<file path="src/rtl/pixel_feeder_if.sv">
// Pixel feeder bus: upstream pixel stream, line request from the window
// controller, and the registered pixel stream back to it.
interface pixel_feeder_if #(
    parameter int DATA_WIDTH = 8
);
    logic [DATA_WIDTH-1:0] s_data;
    logic                  s_valid;
    logic                  s_ready;
    logic                  i_en;
    logic                  i_req;
    logic [DATA_WIDTH-1:0] o_data;
    logic                  o_valid;
    logic                  o_sol;
    logic                  o_eol;
    logic                  o_eof;
    logic                  o_busy;

    // master is the feeder itself; slave is the surrounding source/controller
    modport master (
        input  s_data, s_valid, i_en, i_req,
        output s_ready, o_data, o_valid, o_sol, o_eol, o_eof, o_busy
    );
    modport slave (
        output s_data, s_valid, i_en, i_req,
        input  s_ready, o_data, o_valid, o_sol, o_eol, o_eof, o_busy
    );
endinterface

</file>
<file path="src/rtl/pixel_feeder.sv">
// Small input FIFO plus a line-granular sender: one granted request emits
// exactly LINE_LENGTH pixels, then a settle gap hides stale requests.
module pixel_feeder #(
    parameter int DATA_WIDTH  = 8,
    parameter int LINE_LENGTH = 640,
    parameter int LINE_NUM    = 480,
    parameter int FIFO_DEPTH  = 16,
    parameter int REQ_SETTLE  = 2
) (
    input  logic            CLK,
    input  logic            RST,
    pixel_feeder_if.master  bus
);
    localparam int AW = $clog2(FIFO_DEPTH);
    localparam int PW = $clog2(LINE_LENGTH);
    localparam int LW = (LINE_NUM > 1) ? $clog2(LINE_NUM) : 1;
    localparam int GW = $clog2(REQ_SETTLE);

    localparam logic [AW:0]   FIFO_FULL = (AW+1)'(FIFO_DEPTH);
    localparam logic [PW-1:0] PIX_LAST  = PW'(LINE_LENGTH - 1);
    localparam logic [LW-1:0] LINE_LAST = LW'(LINE_NUM - 1);
    localparam logic [GW-1:0] GAP_LAST  = GW'(REQ_SETTLE - 1);

    localparam logic [1:0] IDLE = 2'd0;
    localparam logic [1:0] SEND = 2'd1;
    localparam logic [1:0] GAP  = 2'd2;

    logic [DATA_WIDTH-1:0] mem [FIFO_DEPTH];
    logic [AW-1:0]         wr_ptr;
    logic [AW-1:0]         rd_ptr;
    logic [AW:0]           count;
    logic                  full;
    logic                  empty;
    logic                  push;
    logic                  pop;

    logic [1:0]    state;
    logic [PW-1:0] pix_cnt;
    logic [LW-1:0] line_cnt;
    logic [GW-1:0] gap_cnt;

    logic [DATA_WIDTH-1:0] o_data_q;
    logic                  o_valid_q;
    logic                  o_sol_q;
    logic                  o_eol_q;
    logic                  o_eof_q;

    assign full  = (count == FIFO_FULL);
    assign empty = (count == '0);
    assign push  = bus.s_valid && !full;
    assign pop   = (state == SEND) && !empty;

    // storage is not reset; the pointers alone define what is valid
    always_ff @(posedge CLK) begin
        if (push) mem[wr_ptr] <= bus.s_data;
    end

    always_ff @(posedge CLK or negedge RST) begin
        if (!RST) begin
            wr_ptr <= '0;
            rd_ptr <= '0;
            count  <= '0;
        end else begin
            if (push) wr_ptr <= wr_ptr + 1'b1;
            if (pop)  rd_ptr <= rd_ptr + 1'b1;
            case ({push, pop})
                2'b10:   count <= count + 1'b1;
                2'b01:   count <= count - 1'b1;
                default: count <= count;
            endcase
        end
    end

    always_ff @(posedge CLK or negedge RST) begin
        if (!RST) begin
            state    <= IDLE;
            pix_cnt  <= '0;
            line_cnt <= '0;
            gap_cnt  <= '0;
        end else begin
            case (state)
                IDLE: begin
                    if (bus.i_req && bus.i_en) begin
                        state   <= SEND;
                        pix_cnt <= '0;
                    end
                end
                SEND: begin
                    if (pop) begin
                        if (pix_cnt == PIX_LAST) begin
                            state    <= GAP;
                            gap_cnt  <= '0;
                            pix_cnt  <= '0;
                            line_cnt <= (line_cnt == LINE_LAST) ? '0 : line_cnt + 1'b1;
                        end else begin
                            pix_cnt <= pix_cnt + 1'b1;
                        end
                    end
                end
                GAP: begin
                    gap_cnt <= gap_cnt + 1'b1;
                    if (gap_cnt == GAP_LAST) state <= IDLE;
                end
                default: state <= IDLE;
            endcase
        end
    end

    always_ff @(posedge CLK or negedge RST) begin
        if (!RST) begin
            o_data_q  <= '0;
            o_valid_q <= 1'b0;
            o_sol_q   <= 1'b0;
            o_eol_q   <= 1'b0;
            o_eof_q   <= 1'b0;
        end else begin
            o_valid_q <= pop;
            if (pop) o_data_q <= mem[rd_ptr];
            o_sol_q   <= pop && (pix_cnt == '0);
            o_eol_q   <= pop && (pix_cnt == PIX_LAST);
            o_eof_q   <= pop && (pix_cnt == PIX_LAST) && (line_cnt == LINE_LAST);
        end
    end

    assign bus.s_ready = !full;
    assign bus.o_data  = o_data_q;
    assign bus.o_valid = o_valid_q;
    assign bus.o_sol   = o_sol_q;
    assign bus.o_eol   = o_eol_q;
    assign bus.o_eof   = o_eof_q;
    assign bus.o_busy  = (state != IDLE);
endmodule

</file>
<file path="src/flat_wrapper.sv">
// flat-port wrapper written by rule: the top's interface ports become plain ports
module pixel_feeder_flat 
#(
    parameter int DATA_WIDTH  = 8,
    parameter int LINE_LENGTH = 640,
    parameter int LINE_NUM    = 480,
    parameter int FIFO_DEPTH  = 16,
    parameter int REQ_SETTLE  = 2
)
  (CLK, RST, bus_s_data, bus_s_valid, bus_i_en, bus_i_req, bus_s_ready, bus_o_data, bus_o_valid, bus_o_sol, bus_o_eol, bus_o_eof, bus_o_busy);
  pixel_feeder_if #(.DATA_WIDTH(DATA_WIDTH)) bus_i ();
  input  logic CLK;
  input  logic RST;
  input wire logic [$bits(bus_i.s_data)-1:0] bus_s_data;
  input wire logic [$bits(bus_i.s_valid)-1:0] bus_s_valid;
  input wire logic [$bits(bus_i.i_en)-1:0] bus_i_en;
  input wire logic [$bits(bus_i.i_req)-1:0] bus_i_req;
  output wire logic [$bits(bus_i.s_ready)-1:0] bus_s_ready;
  output wire logic [$bits(bus_i.o_data)-1:0] bus_o_data;
  output wire logic [$bits(bus_i.o_valid)-1:0] bus_o_valid;
  output wire logic [$bits(bus_i.o_sol)-1:0] bus_o_sol;
  output wire logic [$bits(bus_i.o_eol)-1:0] bus_o_eol;
  output wire logic [$bits(bus_i.o_eof)-1:0] bus_o_eof;
  output wire logic [$bits(bus_i.o_busy)-1:0] bus_o_busy;
  assign bus_i.s_data = bus_s_data;
  assign bus_i.s_valid = bus_s_valid;
  assign bus_i.i_en = bus_i_en;
  assign bus_i.i_req = bus_i_req;
  assign bus_s_ready = bus_i.s_ready;
  assign bus_o_data = bus_i.o_data;
  assign bus_o_valid = bus_i.o_valid;
  assign bus_o_sol = bus_i.o_sol;
  assign bus_o_eol = bus_i.o_eol;
  assign bus_o_eof = bus_i.o_eof;
  assign bus_o_busy = bus_i.o_busy;
  pixel_feeder #(.DATA_WIDTH(DATA_WIDTH), .LINE_LENGTH(LINE_LENGTH), .LINE_NUM(LINE_NUM), .FIFO_DEPTH(FIFO_DEPTH), .REQ_SETTLE(REQ_SETTLE)) u_core (.CLK(CLK), .RST(RST), .bus(bus_i));
endmodule
</file>
<file path="config.mk">
export PLATFORM = sky130hd
export DESIGN_NAME = pixel_feeder_flat
export DESIGN_NICKNAME = d
export VERILOG_FILES = /design/src/rtl/pixel_feeder_if.sv /design/src/rtl/pixel_feeder.sv /design/src/flat_wrapper.sv
export SDC_FILE = /design/constraint.sdc
export NUM_CORES = 1
export LEC_CHECK = 0
export CORE_ASPECT_RATIO = 1.25
export CORE_UTILIZATION = 33
export CTS_BUF_LIST = sky130_fd_sc_hd__clkbuf_8 sky130_fd_sc_hd__clkbuf_16
export DETAILED_ROUTE_END_ITERATION = 10
export GPL_TIMING_DRIVEN = 0
export MAX_ROUTING_LAYER = met4
export PLACE_DENSITY_LB_ADDON = 0.05
export SYNTH_ARGS = -nofsm -noshare
export SYNTH_HDL_FRONTEND = slang
export SYNTH_SLANG_ARGS = --single-unit
export TNS_END_PERCENT = 20
</file>
<file path="constraint.sdc">
create_clock -name CLK -period 3.9 [get_ports CLK]
set_clock_uncertainty 0.15 [all_clocks]
set_input_delay 0.585 -clock CLK [delete_from_list [all_inputs] [get_ports CLK]]
set_output_delay 0.585 -clock CLK [all_outputs]
set_load 0.02 [all_outputs]
</file>
Yosys cells after proc, flatten, opt, wreduce, memory -nomap -nowiden
Memories as Yosys holds them, arrays and structs flattened. A register that Yosys moved wholly into a read port is not among the register bits.
Cells that the tools add are included.
- register bits: 39
- RAM bits: 128
- bits of input ports: 13
- output and inout bits: 14
- word-level logic and storage cells: 66
- memories kept: 1
- add/sub/neg operators: 7
- equality and inequality tests: 11
- muxes and demuxes: 16
- reductions and logical operators: 20
- memory list (memory ; depth ; width ; rd ports ; clocked after memory_dff ; wr ports ; RTL line ; source):
    u_core.mem ; 16 ; 8 ; 1 ; 1 ; 1 ; pixel_feeder.sv:28 ; logic [DATA_WIDTH-1:0] mem [FIFO_DEPTH];
- operators by type and width (cell ; count):
    $mux 10 ; 3
    $pmux 10 s2 ; 1
    $add 10x1->10 const B ; 1
    $eq 10x10->1 const B ; 1
    $logic_not 10->1 ; 1
    $pmux 5 s2 ; 1
    $add 9x1->9 const B ; 1
    $eq 9x9->1 const B ; 1
    $mux 9 ; 1
    $reduce_and 3->1 ; 3
    $add 4x1->4 const B ; 2
    $mux 2 ; 4
    $reduce_bool 2->1 ; 4
    $logic_and 1x1->1 ; 6
    $ne 2x1->1 const B ; 3
    $pmux 2 s3 ; 1
    $add 5x1->5 const B ; 1
    $eq 5x5->1 const B ; 1
    $logic_not 5->1 ; 1
    $sub 5x1->5 const B ; 1
    $eq 2x1->1 const B ; 2
    $eq 2x2->1 const B ; 2
    $mux 1 ; 4
    $reduce_and 4->1 ; 1
    5 further kinds ; 7

Longest topological paths before layout
Gate-level depths: netlist (run 1).
- depth in word-level cells: 5
- gate-level depth with buffers: 15
- mapped depth without buffers: 12

Worst setup path after synthesis (run 1)
Ideal clock, no wire load.
- kind: reg2reg
- start point: register u_core.count[1]
- end point: register u_core.count[4]
- setup time: 123 ps
- arrival time: 2950 ps
- data required time: 3627 ps
- slack: 677 ps
- stages on the path, launching flop included: 16
- path buffers: 3
- period minus slack after synthesis: 3223 ps
- path through: dfrtp_1 buf_6 nor3_4 nand3b_1 and2_1 buf_2 inv_1 ha_1 buf_2 xor2_1 ha_1 o21a_1 o221a_2 o21ai_0 or3b_1 xnor2_1
- cells in the longest elaborated chain, start to end: 5
- elaborated cells between the ends (all ways): 12
- classes of those cells: add/sub: 2; eq/ne: 3; mux: 1; reduce/logical: 6
- ends and longest elaborated chain (what ; RTL line ; source):
    start, declared ; pixel_feeder.sv:31 ; logic [AW:0] count;
    start signal, assigned ; pixel_feeder.sv:67 ; 2'b10: count <= count + 1'b1;
    start signal, assigned ; pixel_feeder.sv:68 ; 2'b01: count <= count - 1'b1;
    start signal, assigned ; pixel_feeder.sv:69 ; default: count <= count;
    $eq 5x5->1 * ; pixel_feeder.sv:48 ; assign full = (count == FIFO_FULL);
    $logic_not 1->1 * ; -- ;
    net bus_s_ready ; flat_wrapper.sv:18 ; output wire logic [$bits(bus_i.s_ready)-1:0] bus_s_ready;
    $logic_and 1x1->1 * ; pixel_feeder.sv:50 ; assign push = bus.s_valid && !full;
    $eq 2x1->1 / $eq 2x2->1 (equally long branches) ; pixel_feeder.sv:66 ; case ({push, pop})
    $pmux 5 s2 / $reduce_bool 2->1 (equally long branches) ; -- ;
Mark *: on every way through the listed nets, which the timed path passes. The rest lies on a longest branch.
A chain may end at the register's enable or synchronous reset.

Final worst setup path (run 1)
- start point: register u_core.count[1]
- end point: register u_core.count[4]
- cells in the longest elaborated chain, start to end: 5
- elaborated cells between the ends (all ways): 12
- classes of those cells: add/sub: 2; eq/ne: 3; mux: 1; reduce/logical: 6
- ends and longest elaborated chain (what ; RTL line):
    $eq 5x5->1 / $logic_not 5->1 (equally long branches) ; pixel_feeder.sv:48, pixel_feeder.sv:49
    $logic_not 1->1 (on tied branches) ; pixel_feeder.sv:50, pixel_feeder.sv:51
    $logic_and 1x1->1 (on tied branches) ; pixel_feeder.sv:50, pixel_feeder.sv:51
    $eq 2x1->1 / $eq 2x2->1 (equally long branches) ; pixel_feeder.sv:66
    $pmux 5 s2 / $reduce_bool 2->1 (equally long branches) ; --
Several ways; a longest one is shown, not always the timed one.

==> results of run 1 <==
[cell type report]
| class | instances | area (um2) | area share [%] |
|---|---|---|---|
| inverters | 14 | 52.6 | 0.613 |
| repair buffers | 28 | 287 | 3.34 |
| flip-flops and latches | 175 | 5020 | 58.6 |
| plain buffers | 20 | 100 | 1.17 |
| clock inverters | 15 | 198 | 2.31 |
| clock buffers | 17 | 425 | 4.97 |
| well taps | 279 | 349 | 4.07 |
| multi-input cells | 240 | 2140 | 24.9 |
[power by group through the flow]
| stage | Combinational (uW) | Sequential [uW] | Clock, uW |
|---|---|---|---|
| 6_report | 1970 | 2430 | 1770 |
| 3_3_place_gp | 1980 | 2460 | 0 |
| 4_1_cts | 2030 | 2430 | 1820 |
| 3_5_place_dp | 2020 | 2470 | 0 |
| 5_1_grt | 2160 | 2450 | 1880 |
| 2_1_floorplan | 1310 | 2480 | 0 |
[stage by stage]
step | hold slack (ns) | instances | power, uW
2_1_floorplan | 0.139 | 449 | 3790
3_3_place_gp | 0.337 | 754 | 4440
3_5_place_dp | 0.341 | 756 | 4490
4_1_cts | 0.0120 | 788 | 6270
5_1_grt | 0.0368 | 788 | 6500
6_report | -0.00891 | 788 | 6170
[state kept, by name, summed over array words and instances, names as in the netlist, 2 cells and up]
name and flops:
u_core.count 5, u_core.rd_ptr 4, u_core.state 2, u_core.bus.o_data 8, u_core.line_cnt 9, u_core.wr_ptr 4
u_core.mem 128, u_core.pix_cnt 10
[worst max path at each step]
stage,from,to,slack [ns],cells past startpoint
2_1_floorplan,u_core.count[1],u_core.count[4],0.68,15
3_3_place_gp,bus_s_valid,u_core.mem[0][4],0.37,5
3_5_place_dp,bus_s_valid,u_core.count[4],0.40,13
4_1_cts,u_core.count[1],u_core.count[4],0.53,15
5_1_grt,u_core.count[1],u_core.count[4],0.34,15
6_report,u_core.count[1],u_core.count[4],0.59,15
[cells in the mapped netlist, types with 10 or more instances]
cell type | number | area (um2)
inv_1 | 13 | 48.8
o21ai_0 | 10 | 50.1
ha_1 | 15 | 188
nor2_1 | 30 | 113
edfxtp_1 | 128 | 3840
buf_2 | 10 | 50.1
nand2_1 | 41 | 154
xnor2_1 | 12 | 105
mux2i_1 | 19 | 190
nor3_1 | 12 | 60.1
mux4_2 | 32 | 721
dfrtp_1 | 47 | 1180
[kinds of logic (layout without fill, tap and decap cells)]
logic type	after synthesis	count (layout)	synth area share (%)
DFF	175	175	68.9
and+or+nand+nor	114	114	7.52
muxes	52	52	12.7
AOI/OAI and AO/OA	39	39	3.88
buffers and inverters	34	94	2.09
xor gates and xnor gates	20	20	2.40
adders and majority gates	15	15	2.58
[per-layer routing]
layer | global-route usage (%) | routed length [um]
met1 | 17.8 | 6750
met2 | 26.8 | 8560
met3 | 4.13 | 629
met4 | 6.06 | 315
met5 | - | 0
[critical path, cell delays in order, from the launching register on]
cell	delay (ns)
dfrtp_1	0.37
buf_6	0.14
nor3_4	0.25
nand3b_1	0.15
and2_1	0.19
buf_2	0.18
inv_1	0.09
ha_1	0.16
buf_2	0.19
xor2_1	0.09
ha_1	0.20
a21boi_0	0.13
o221a_2	0.29
o21ai_0	0.12
or3b_1	0.37
xnor2_1	0.13
==> results_dict.tcl, run 1 <==
set metrics [dict create \
    fillerInstances 2062 \
    postRouteAntennaNets 0 \
    gp_congestion 0.784 \
    synth_enable_flop_cells 128 \
    fin_util_pct 39.6 \
    die_h_um 168 \
    synth_nets 477 \
    fin_crit_sh_pct 84.8 \
    p_leak_uw 0.00303 \
    clock_latency_ns 0.43 \
    ys.flop_type "edfxtp_1" \
    whs_ns -0.00891 \
    min_period_ns 3.31 \
    layout.cells.most_common "edfxtp_1" \
    mostFrequentLayoutCells "edfxtp_1 (128), dfrtp_1 (47), nand2_1 (41)" \
    drive_above_1_share_pct 17.9 \
    slew_viol_final 0 \
    ys_seq_area_share_pct 68.9 \
    cts_buffers 17 \
    crit_fanout 9 \
    p_clk_share_pct 28.7 \
    relSlewSlack_pct 25.1 \
    via_per_inst 4.95 \
    pwr-share-seq_pct 39.4 \
    yosysWarningCount 0 \
    setup.worst_path.end_class "register" \
    cp.arrival_ns 3.48 \
    cts_resized 0 \
    final_area_mm2 0.00857 \
    io_buffers 26 \
    intPower_uw 4110 \
    r2r-start "u_core.count[1]" \
    syn_avg_cell_area_um2 16.2 \
    path_class "register to register" \
    finalHoldViolCount 8 \
    htreeDepth 4 \
    peakVddDrop_uv 354 \
    syn_area_mm2 0.00729 \
    comb_power_share_pct 31.9 \
    p_sw_uw 2060 \
    synth_cell_type_count 51 \
    die_w_um 135 \
    hold_class "input port to async pin" \
    rsz0062_at_grt "false" \
    antenna_found_initial 0 \
    worstReg2RegEnd "u_core.count[4]" \
    worstPathRequired_ns 4.07 \
    drtIter0Drc 205 \
    cts_buffer_depth 2 \
    violations "hold timing" \
    async_flop_share_pct 26.9 \
    postPlaceCellArea_mm2 0.00794 \
    ios 27 \
    clk_pin_slew_worst_paths_ns 0.07 \
    pre_cts_slack_ns 0.399 \
    ff2ff_path_depth 15 \
    vias 3903 \
    num_rows 60 \
    cp-start-kind "register" \
    postSynthCellCount 449 \
    n_antenna_cell 0 \
    grt_pass1_wl_mm 24.8 \
    dieArea_mm2 0.0227 \
    dp_hpwl_mm 10.7 \
    worstMarginPinSlew_ns 1.12 \
    gr-total-overflow 0 \
    switching_share_pct 33.4 \
    setup_ws_ns 0.593 \
    setup_tns_ns 0 \
    maxCapViolCount 0 \
    clkSinkCount 175 \
    postCtsSetupRepairBufs 0 \
    outcome "complete, but fails checks" \
    firstDrtPassIters 4 \
    track_usage_pct 15.8 \
    root_buffer "clkbuf_16" \
    layout.nets 524 \
    grt_max_degree 27 \
    cts_tree "built" \
    wirelength_mm 16.3 \
    ys_ff_latch 175 \
    fmax_ghz 0.302 \
    wire_per_inst_um 20.6 \
    syn2layout_area_growth_pct 17.5 \
    drc 0 \
    start_util_pct 33.7 \
    core_area_mm2 0.0216 \
    cts_hold_buf 0 \
    grt_pass1_vias 4108 \
    ff2ff_setup_slack_ns 0.59 \
    powerDensity_mw_per_mm2 720 \
    setup_viol 0 \
]
(Power assumes the default switching activity.)
==> run 2, diff against run 1 <==
clock period = 2.68 ns   (was 3.9 ns; I/O delays follow)
==> run 2 against run 1 <==
Net effect:
- the flow finishes with violations (setup timing)
- die area unchanged
- clock power increased by 33%
- combinational power increased by 54%
- non-clock buffer count increased by 11
- worst hold slack improved by 0.36 ns
- cell count increased by 1.4%
- sequential share of layout area decreased by 0.69 points
- critical endpoint unchanged
==> results_dict.tcl, run 2 (same netlist as run 1, synthesis figures left out) <==
set metrics [dict create \
    postRouteAntennaNets 0 \
    worst_hold_path.endpoint "u_core.bus.o_data[4]" \
    critPathSlowestCell "dfrtp_1" \
    rsz0062_at_grt "true" \
    wirelength_mm 16.1 \
    setup.worst_path.end_class "register" \
    cts_buffer_depth 2 \
    track_usage_pct 16.0 \
    die_w_um 135 \
    n_antenna_cell 0 \
    core_area_mm2 0.0216 \
    min_period_ns 2.80 \
    grt_pass1_vias 4109 \
    peakVddDrop_uv 512 \
    cp-start-kind "register" \
    critPathTopFamily "simple AND/OR/NAND/NOR gates" \
    slew_viol_final 0 \
    outcome "complete, but fails checks" \
    gr-total-overflow 0 \
    ff2ff_setup_slack_ns -0.12 \
    fin_crit_sh_pct 105 \
    finalPower_uw 8920 \
    root_buffer "clkbuf_16" \
    htreeDepth 4 \
    die_h_um 168 \
    start_util_pct 33.7 \
    antenna_found_initial 0 \
    crit_fanout 3 \
    powerDensity_mw_per_mm2 1030 \
    fmax_ghz 0.357 \
    cts_buffers 17 \
    drtIter0Drc 208 \
    via_per_inst 4.86 \
    worstPathRequired_ns 2.84 \
    violations "setup timing" \
    fillerInstances 2007 \
    vias 3885 \
    top_register "u_core.mem" \
    clk_pin_slew_worst_paths_ns 0.07 \
    path_class "register to register" \
    maxCapViolCount 0 \
    setup_viol 1 \
    path_buf_inv 2 \
    cp.arrival_ns 2.96 \
    wire_per_inst_um 20.1 \
    r2r-start "u_core.count[3]" \
    holdPathStages 2 \
    grt_pass1_wl_mm 25.1 \
    largest_reg_flops 128 \
    clkSinkCount 175 \
    io_buffers 26 \
    dieArea_mm2 0.0227 \
    grt_max_degree 26 \
    cts_tree "built" \
    relSlewSlack_pct 28.7 \
    firstDrtPassIters 4 \
    setup_tns_ns -0.124 \
    ios 27 \
    clock_latency_ns 0.42 \
    drive_above_1_share_pct 21.7 \
    pre_cts_slack_ns -0.439 \
    layout.cells.most_common "edfxtp_1" \
    p_leak_uw 0.00305 \
    syn2layout_area_growth_pct 19.0 \
    min-delay-start "u_core.bus.o_data[4]" \
    worstMarginPinSlew_ns 1.07 \
    worstReg2RegEnd "u_core.count[4]" \
    num_rows 60 \
    drc 0 \
    path_cells "nor3_4 > nand2_2 > nand2_4 > inv_6 > ha_4 > buf_6 > xor2_2 > ha_2 > a21boi_2 > o221a_2 > o21ai_1 > or3b_1 > xnor2_1" \
    layout.nets 535 \
    top_regs "u_core.mem x128, u_core.pix_cnt x10, u_core.line_cnt x9" \
    max_stage_delay_ns 0.42 \
    finalHoldViolCount 0 \
    gp_congestion 0.790 \
    dp_hpwl_mm 10.2 \
    hold_class "register to register" \
    setup_ws_ns -0.124 \
    ff2ff_path_depth 13 \
    mostFrequentLayoutCells "edfxtp_1 (128), dfrtp_1 (45), nand2_1 (39)" \
]
run 2: metrics by stage:
step                utilization, %  cell area (um2)  hold slack, ns  std cells
floorplan                        -             7320         -0.0436        449
global placement              36.7             7930           0.326        754
detailed placement            36.9             7980           0.285        756
CTS                           39.9             8620           0.355        798
global route                  40.1             8670           0.387        799
finish                        40.1             8670           0.348        799
run 2: routing by layer:
layer	routed length, um	track usage (%)	vias up
li1	-	-	1826
met3	322	3.04	17
met1	7030	19.4	1987
met4	244	4.74	0
met5	0	-	-
met2	8490	27.0	55
run 2: worst max path at each step:
stage | start | to | slack (ns) | cells after the start
after global placement | RST | u_core.count[0] | -0.67 | 1
after global routing | u_core.count[3] | u_core.count[4] | -0.28 | 13
final | u_core.count[3] | u_core.count[4] | -0.12 | 13
after CTS | u_core.count[1] | u_core.count[4] | -0.24 | 14
after floorplan | u_core.count[0] | u_core.count[4] | -0.29 | 14
after detailed placement | bus_s_valid | u_core.count[4] | -0.44 | 13
run 2: worst min-delay path: cells and delay by family (launching register included):
kind	cells	cell delay (ns)
AO/OA/AOI/OAI	1	0.06
flip-flops	1	0.35
AND/OR/NAND/NOR	1	0.05
run 2: repair_timing:
action | 4_1_cts | 5_1_grt
hold buffers | 1 | 0
pin swaps | 6 | 8
hold endpoints to repair | 22 | 0
buffers inserted | 10 | 2
endpoints found under the setup margin | 1 | 18
gates resized for setup | 8 | 11
run 2: cell type report:
cell class	instances	area (um2)	share of cell area, %
Clock buffer	17	425	4.90
Sequential cell	175	5020	57.9
Clock inverter	15	133	1.53
Timing Repair Buffer	41	403	4.65
Inverter	14	60.1	0.692
Multi-Input combinational cell	240	2180	25.2
Tap cell	279	349	4.02
Buffer	18	96.3	1.11
run 2: report_power, final:
part	switching (uW)	internal, uW
logic	1690	1340
clock network	1130	1220
registers	209	3330
==> run 3, diff against run 2 <==
CTS_BUF_LIST = unset   (was sky130_fd_sc_hd__clkbuf_8 sky130_fd_sc_hd__clkbuf_16)
==> results of run 3 <==
Final layout, timing and power as in run 2 (identical DEF).
